<file path="config.mk">
export PLATFORM = sky130hd
export DESIGN_NAME = psum_id_generator
export DESIGN_NICKNAME = d
export VERILOG_FILES = /design/src/rtl/psum_id_generator.sv
export SDC_FILE = /design/constraint.sdc
export NUM_CORES = 1
export LEC_CHECK = 0
export ABC_AREA = 1
export ABC_CLOCK_PERIOD_IN_PS = 3600
export CAP_MARGIN = 0
export CORE_ASPECT_RATIO = 1.75
export CORE_UTILIZATION = 35
export DETAILED_ROUTE_END_ITERATION = 6
export HOLD_SLACK_MARGIN = 0.03
export PLACE_DENSITY = 0.65
export SETUP_SLACK_MARGIN = 0.4
export SYNTH_ARGS = -nofsm -noshare
export SYNTH_HDL_FRONTEND = slang
export SYNTH_SLANG_ARGS = --single-unit
</file>
<file path="constraint.sdc">
create_clock -name i_clk -period 3.6 [get_ports i_clk]
set_clock_uncertainty 0.15 [all_clocks]
set_input_delay 0.72 -clock i_clk [delete_from_list [all_inputs] [get_ports i_clk]]
set_output_delay 0.72 -clock i_clk [all_outputs]
set_load 0.005 [all_outputs]
</file>
<file path="src/rtl/psum_id_generator.sv">
// psum_id_generator: fills per-row and per-column partial-sum IDs, one PE row per cycle.
module psum_id_generator #(
  parameter int NUM_ROWS = 3,
  parameter int NUM_COLS = 3,
  parameter int PSUM_ROW_ID_BITWIDTH = 4,
  parameter int PSUM_COL_ID_BITWIDTH = 4
) (
  input  logic i_clk,
  input  logic i_rst,
  input  logic i_start,
  input  logic [3:0] i_layer_RS,
  output logic [0:NUM_ROWS*PSUM_ROW_ID_BITWIDTH-1] o_psum_row_id,
  output logic [0:NUM_ROWS*NUM_COLS*PSUM_COL_ID_BITWIDTH-1] o_psum_col_id,
  output logic o_busy,
  output logic o_done,
  output logic o_cfg_error
);
  localparam int RW = PSUM_ROW_ID_BITWIDTH;
  localparam int CW = PSUM_COL_ID_BITWIDTH;
  localparam int W = $clog2(NUM_ROWS + 16) + 1;
  typedef enum logic [1:0] {IDLE, GEN, DONE} state_t;
  state_t state;
  logic [W-1:0] row, base;
  logic [3:0] rs, pos;
  logic bad, active, last, wrap;
  // base is the first row of the current group; the group is active only if it fits entirely
  always_comb begin
    bad = i_layer_RS == 4'd0 || W'(i_layer_RS) > W'(NUM_ROWS);
    active = base + W'(rs) <= W'(NUM_ROWS);
    last = row == W'(NUM_ROWS - 1);
    wrap = pos == rs;
  end
  always_ff @(posedge i_clk) begin
    if (i_rst) begin
      state <= IDLE;
      row <= '0;
      base <= '0;
      rs <= '0;
      pos <= '0;
      o_psum_row_id <= '0;
      o_psum_col_id <= '0;
      o_busy <= 1'b0;
      o_done <= 1'b0;
      o_cfg_error <= 1'b0;
    end else begin
      case (state)
        IDLE: begin
          o_done <= 1'b0;
          if (i_start) begin
            rs <= i_layer_RS;
            row <= '0;
            base <= '0;
            pos <= 4'd1;
            o_psum_row_id <= '0;
            o_psum_col_id <= '0;
            o_cfg_error <= bad;
            o_busy <= 1'b1;
            o_done <= bad;
            state <= bad ? DONE : GEN;
          end
        end
        GEN: begin
          o_psum_row_id[row*RW +: RW] <= active ? RW'(pos) : '0;
          for (int c = 0; c < NUM_COLS; c++)
            o_psum_col_id[(row*NUM_COLS + c)*CW +: CW] <= active ? CW'(c + 1) : '0;
          pos <= wrap ? 4'd1 : pos + 4'd1;
          base <= wrap ? base + W'(rs) : base;
          row <= last ? row : row + 1'b1;
          o_done <= last;
          state <= last ? DONE : GEN;
        end
        default: begin
          o_done <= 1'b0;
          o_busy <= 1'b0;
          state <= IDLE;
        end
      endcase
    end
  end
endmodule

</file>
# --- After elaboration in Yosys (flattened, before gate mapping) ---
# Cells that the tools add are included.
totals:
  regBits: 73
  input_bits: 7
  word_cells: 78
op_classes:
  addsub: 9
  multipliers: 1
  magnitude_cmp: 2
  eq_ne: 6
  shifts: 8
  muxes: 28
  bitwise: 5
  reduce_logical: 9
ops:
  columns: ["operator", "n"]
  rows:
  - ["negation 33 -> 34 bit", 4]
  - ["variable shift 37 x 34 -> 36 bit, first input constant", 3]
  - ["indexed part select 37 x 34 -> 36 bit", 3]
  - ["bitwise mux 36 bit", 3]
  - ["case mux 36 bit (2 select lines)", 1]
  - ["inverter 11 -> 33 bit", 2]
  - ["2-to-1 mux 36 bit", 1]
  - ["variable shift 13 x 34 -> 12 bit, first input constant", 1]
  - ["indexed part select 13 x 34 -> 12 bit", 1]
  - ["inverter 10 -> 33 bit", 1]
  - ["inverter 8 -> 33 bit", 1]
  - ["case mux 12 bit (2 select lines)", 1]
  - ["case mux 6 bit (2 select lines)", 2]
  - ["2-to-1 mux 6 bit", 3]
  - ["bitwise mux 12 bit", 1]
  - ["2-to-1 mux 12 bit", 1]
  - ["2-to-1 mux 4 bit", 3]
  - ["2-to-1 mux 2 bit", 5]
  - ["adder 8 x 1 -> 9 bit, second input constant", 1]
  - ["adder 8 x 2 -> 9 bit, second input constant", 1]
  - ["multiplier 6 x 2 -> 8 bit, second input constant", 1]
  - ["case mux 4 bit (2 select lines)", 1]
  - ["adder 6 x 1 -> 6 bit, second input constant", 1]
  - ["adder 6 x 4 -> 6 bit", 1]
  - ["17 further kinds", 25]

# --- Depth between registers and ports, before layout ---
logic_depth:
  ltp_word: 8
  depth_mapped: 21
  ltp_nobuf: 21

# --- Least setup slack after synthesis ---
# No wires, ideal clock.
synth_path:
  path_type: "register -> register"
  from: "register row[1]"
  to: "register o_psum_col_id[2] in the netlist's numbering"
  setup_ns: 0.132
  arrival_ns: 2.632
  required_ns: 3.318
  path_slack_ns: 0.685
  path_stages_with_launch: 18
  synth_period_minus_slack_ns: 2.915
  cell_sequence: "dfxtp_1 -> ha_1 -> inv_1 -> fa_1 -> inv_1 -> nand2_1 -> nand2_1 -> nand3_1 -> nand2_2 -> ha_1 -> nor3_4 -> nand2_1 -> nor2_1 -> nor2_1 -> nand3_1 -> nand2_1 -> nand2_1 -> a21oi_1"
synth_between:
  elab_chain_cells: 8
  elab_cells_between_ends: 19
  cone_classes: "add/sub: 5; mul: 1; shift: 6; mux: 4; bitwise: 3"
synth_rtl:
  columns: ["element", "line_no", "text"]
  rows:
  - ["start: declaration", "23", "logic [W-1:0] row, base;"]
  - ["start signal: assignment", "68", "row <= last ? row : row + 1'b1;"]
  - ["multiplier 6 x 2 -> 8 bit *", "65", "o_psum_col_id[(row*NUM_COLS + c)*CW +: CW] <= active ? CW'(c + 1) : '0;"]
  - ["adder 8 x 1 -> 9 bit or inverter 10 -> 33 bit (tied branches)", "65", null]
  - ["inverter 11 -> 33 bit or negation 33 -> 34 bit (tied branches)", "65", null]
  - ["negation 33 -> 34 bit (tied with other cells)", "65", null]
  - ["indexed part select 37 x 34 -> 36 bit (tied with other cells)", "65", null]
  - ["bitwise mux 36 bit", "65", null]
  - ["bitwise mux 36 bit *", "65", null]
  - ["case mux 36 bit (2 select lines) *", "46", "case (state)"]
  - ["end signal: indexed assignment", "65", null]
  - ["end: declaration", "13", "output logic [0:NUM_ROWS*NUM_COLS*PSUM_COL_ID_BITWIDTH-1] o_psum_col_id,"]
# Every way passes the cells marked *; elsewhere a longest branch is shown, timed or not.
# A chain may end at the register's enable or synchronous reset.

# --- Worst setup path in the final report ---
layout_path:
  from: "register row[1]"
  to: "register o_psum_col_id[34] in the netlist's numbering"
# Same word-level chain as after synthesis.

==> flow_summary.ini <==
[floorplan]
start_util = 0.363
die_w_um = 82.1
die_area_sq_um = 11700
core_area_sq_um = 10800
die_y_um = 142
ios = 58
row_count = 50

[synth]
synth.area.mux_share = 0
synth-simple-area-share = 0.414
async_flop_share = 0
syn_area_per_cell_sq_um = 6.28
synth_top_area_share = 0.280
synth_area_leader_cell = dfxtp_1
syn_area_sq_um = 3930
ys_warn_count = 0
synth_cell_types = 36
synth_compound_area_frac = 0.113
synthAdderAreaFrac = 0.0643
synth-seq-cells = 55
yosysSeqAreaShare = 0.280
synth_top_family_by_area = simple AND/OR/NAND/NOR gates
ys_top_cells_by_area = dfxtp_1, nand2_1, nand3_1
ys.flop_type = dfxtp_1
netlist_instances = 626
yosys.area_share.xor_xnor = 0.0178
synth-edff-count = 0

[worst_setup_path]
critPathMostFrequentCell = nand2_1
reg2reg_from = row[1]
crit_type = reg -> reg
cp_top_family = simple AND/OR/NAND/NOR gates
worstSetupStartpointType = register
r2r_slack_ns = 0.64
crit_start = row[1]
worst_r2r_path_depth = 19
cp_num_buf_inv = 5
path_cells = ha_2, inv_1, fa_2, inv_2, ha_1, inv_1, nor2_4, inv_2, nor2_2, nand3_1, nand2_1, nand2_1, nor2_4, buf_6, nand3_1, nand3b_1, nand2_1, nand2_1, a21oi_1
critPathMaxStageDelay_ns = 0.45
cp.arrival_ns = 2.98
critPathSlowestCell = fa_2
reg2reg_to = o_psum_col_id[34]
worst-path-max-fanout = 5
cp.required_ns = 3.62
end_kind = register

[timing]
slew_violations = 0
tns_ns = 0
hold_viol = 0
clock.fmax_ghz = 0.338
min_period_over_period = 0.822
slew_headroom = 0.494
finalSetupViolCount = 0
finalCriticalPeriod_ns = 2.96
worst_pin_slew_ns = 0.752
rsz0062_at_grt = true

[route]
top_layer_used = met4
wl_per_cell_um = 13.9
drtAntennaViolNets = 0
vias_per_cell = 5.18
route.detailed.drc = 0
wirelength_met1_mm = 4.51
drtPass1Iterations = 5
wirelength_mm = 11.3
wl_met3_um = 276
vias = 4205
drtIter0Drc = 280
wl_met2_mm = 6.02

[clock_tree]
cts_buffers = 5
cts_max_level = 2
cts_max_path_buffers = 2
cts.sinks = 55
insertion_delay_ns = 0.30
cts_tree = yes
clkTransAtPathRegs_ns = 0.08
ctsRootBufferMaster = clkbuf_16

[grt]
grt_antenna_before_repair = 0
grt_remaining_overflow = 0
grt_pass1_vias = 4018
gr-usage-all-layers = 0.204
grt_pass1_wl_mm = 18.7
grt_max_degree = 27

[cells_and_area]
nFillCells = 1156
final_cell_mix = nand2_1, nand3_1, nor2_1
diodes = 0
final_layout_size_suffix_gt1_frac = 0.115
area_growth_pct = 21.3
post-route-util = 0.441
layout.cells.most_common = nand2_1
finalNetCount = 706

[place]
numPortBuffers = 39
gp_congestion = 0.950
dp_hpwl_mm = 8.79

[power]
ir_worst_vdd_mv = 0.226
finalPower_mw = 1.58
p_leak_nw = 2.06
power_density_nw_per_um2 = 332

[min_path]
hold_class = reg -> reg
min_to = o_cfg_error
min_from = o_cfg_error
min_path_cells = 2

[status]
status = finished clean

[job]
max_cap_violations = 0
## report_power, final
group          switching, mW  internal, mW
logic                  0.278         0.161
clock network          0.240         0.263
registers             0.0147         0.628
total                  0.533          1.05
## worst min-delay path: stages (launching register included)
cell     delay [ns]
dfxtp_1        0.31
nand2_1        0.06
nand2_1        0.04
## per-stage QoR
| stage | instance area [sq um] | hold slack [ns] | instances | worst slack, ns |
|---|---|---|---|---|
| floorplan | 4000 | 0.293 | 643 | 0.685 |
| global placement | 4490 | 0.289 | 799 | 0.415 |
| detailed placement | 4490 | 0.290 | 799 | 0.382 |
| CTS | 4650 | 0.304 | 808 | 0.381 |
| global route | 4770 | 0.340 | 811 | 0.365 |
| finish | 4770 | 0.301 | 811 | 0.642 |
## cell families after synthesis
group / after synthesis
xor gates and xnor gates: 8
AOI/OAI and AO/OA: 84
DFF: 55
other: 1
adders and majority gates: 19
and+or+nand+nor: 365
buffers and inverters: 94
## layout make-up
| class | instances | area [sq um] | area share |
|---|---|---|---|
| Clock inverter | 3 | 22.5 | 0.00472 |
| Inverter | 63 | 236 | 0.0496 |
| Tap cell | 130 | 163 | 0.0341 |
| Timing Repair Buffer | 61 | 559 | 0.117 |
| Clock buffer | 5 | 125 | 0.0262 |
| Sequential cell | 55 | 1110 | 0.232 |
| Multi-Input combinational cell | 494 | 2560 | 0.536 |
## how the worst max path moves through the flow
| stage | to | slack, ns | cells after the start |
|---|---|---|---|
| CTS | o_psum_col_id[18] | 0.38 | 18 |
| global route | o_psum_col_id[10] | 0.36 | 18 |
| floorplan | o_psum_col_id[2] | 0.69 | 17 |
| detailed placement | o_psum_col_id[7] | 0.38 | 18 |
| finish | o_psum_col_id[34] | 0.64 | 19 |
| global placement | o_psum_col_id[7] | 0.41 | 18 |
## timing repair
item	in CTS	in global routing
setup endpoints to repair	2	18
pin swaps	1	6
hold buffers	0	0
gates resized for setup	1	33
gates cloned	0	1
setup buffers	1	2
## state kept, by name, indices dropped and copies added, names as in the netlist
register / cells
o_psum_col_id: 18
o_psum_row_id: 12
base: 6
row: 6
pos: 4
rs: 4
state: 2
o_busy: 1
o_cfg_error: 1
o_done: 1
## synthesized netlist by cell type, types with 3 or more instances
cell and number:
nand2_1 174, nand3_1 88, nor2_1 64, inv_1 56
dfxtp_1 55, a21oi_1 48, buf_4 18, o21ai_0 18
ha_1 17, nand4_1 11, clkbuf_1 10, nor3_1 7
o21ai_1 7, inv_2 6, xor2_1 6, a31oi_1 4
nand2_2 4, o31ai_1 4, nand3b_1 3, nor2_2 3
nor3_4 3
## layer usage
layer  global-route usage  vias up
li1                     -     2129
met1                0.234     1945
met2                0.373      104
met3               0.0160       27
met4               0.0877        0
met5                    0        -
(Power assumes the default switching activity.)
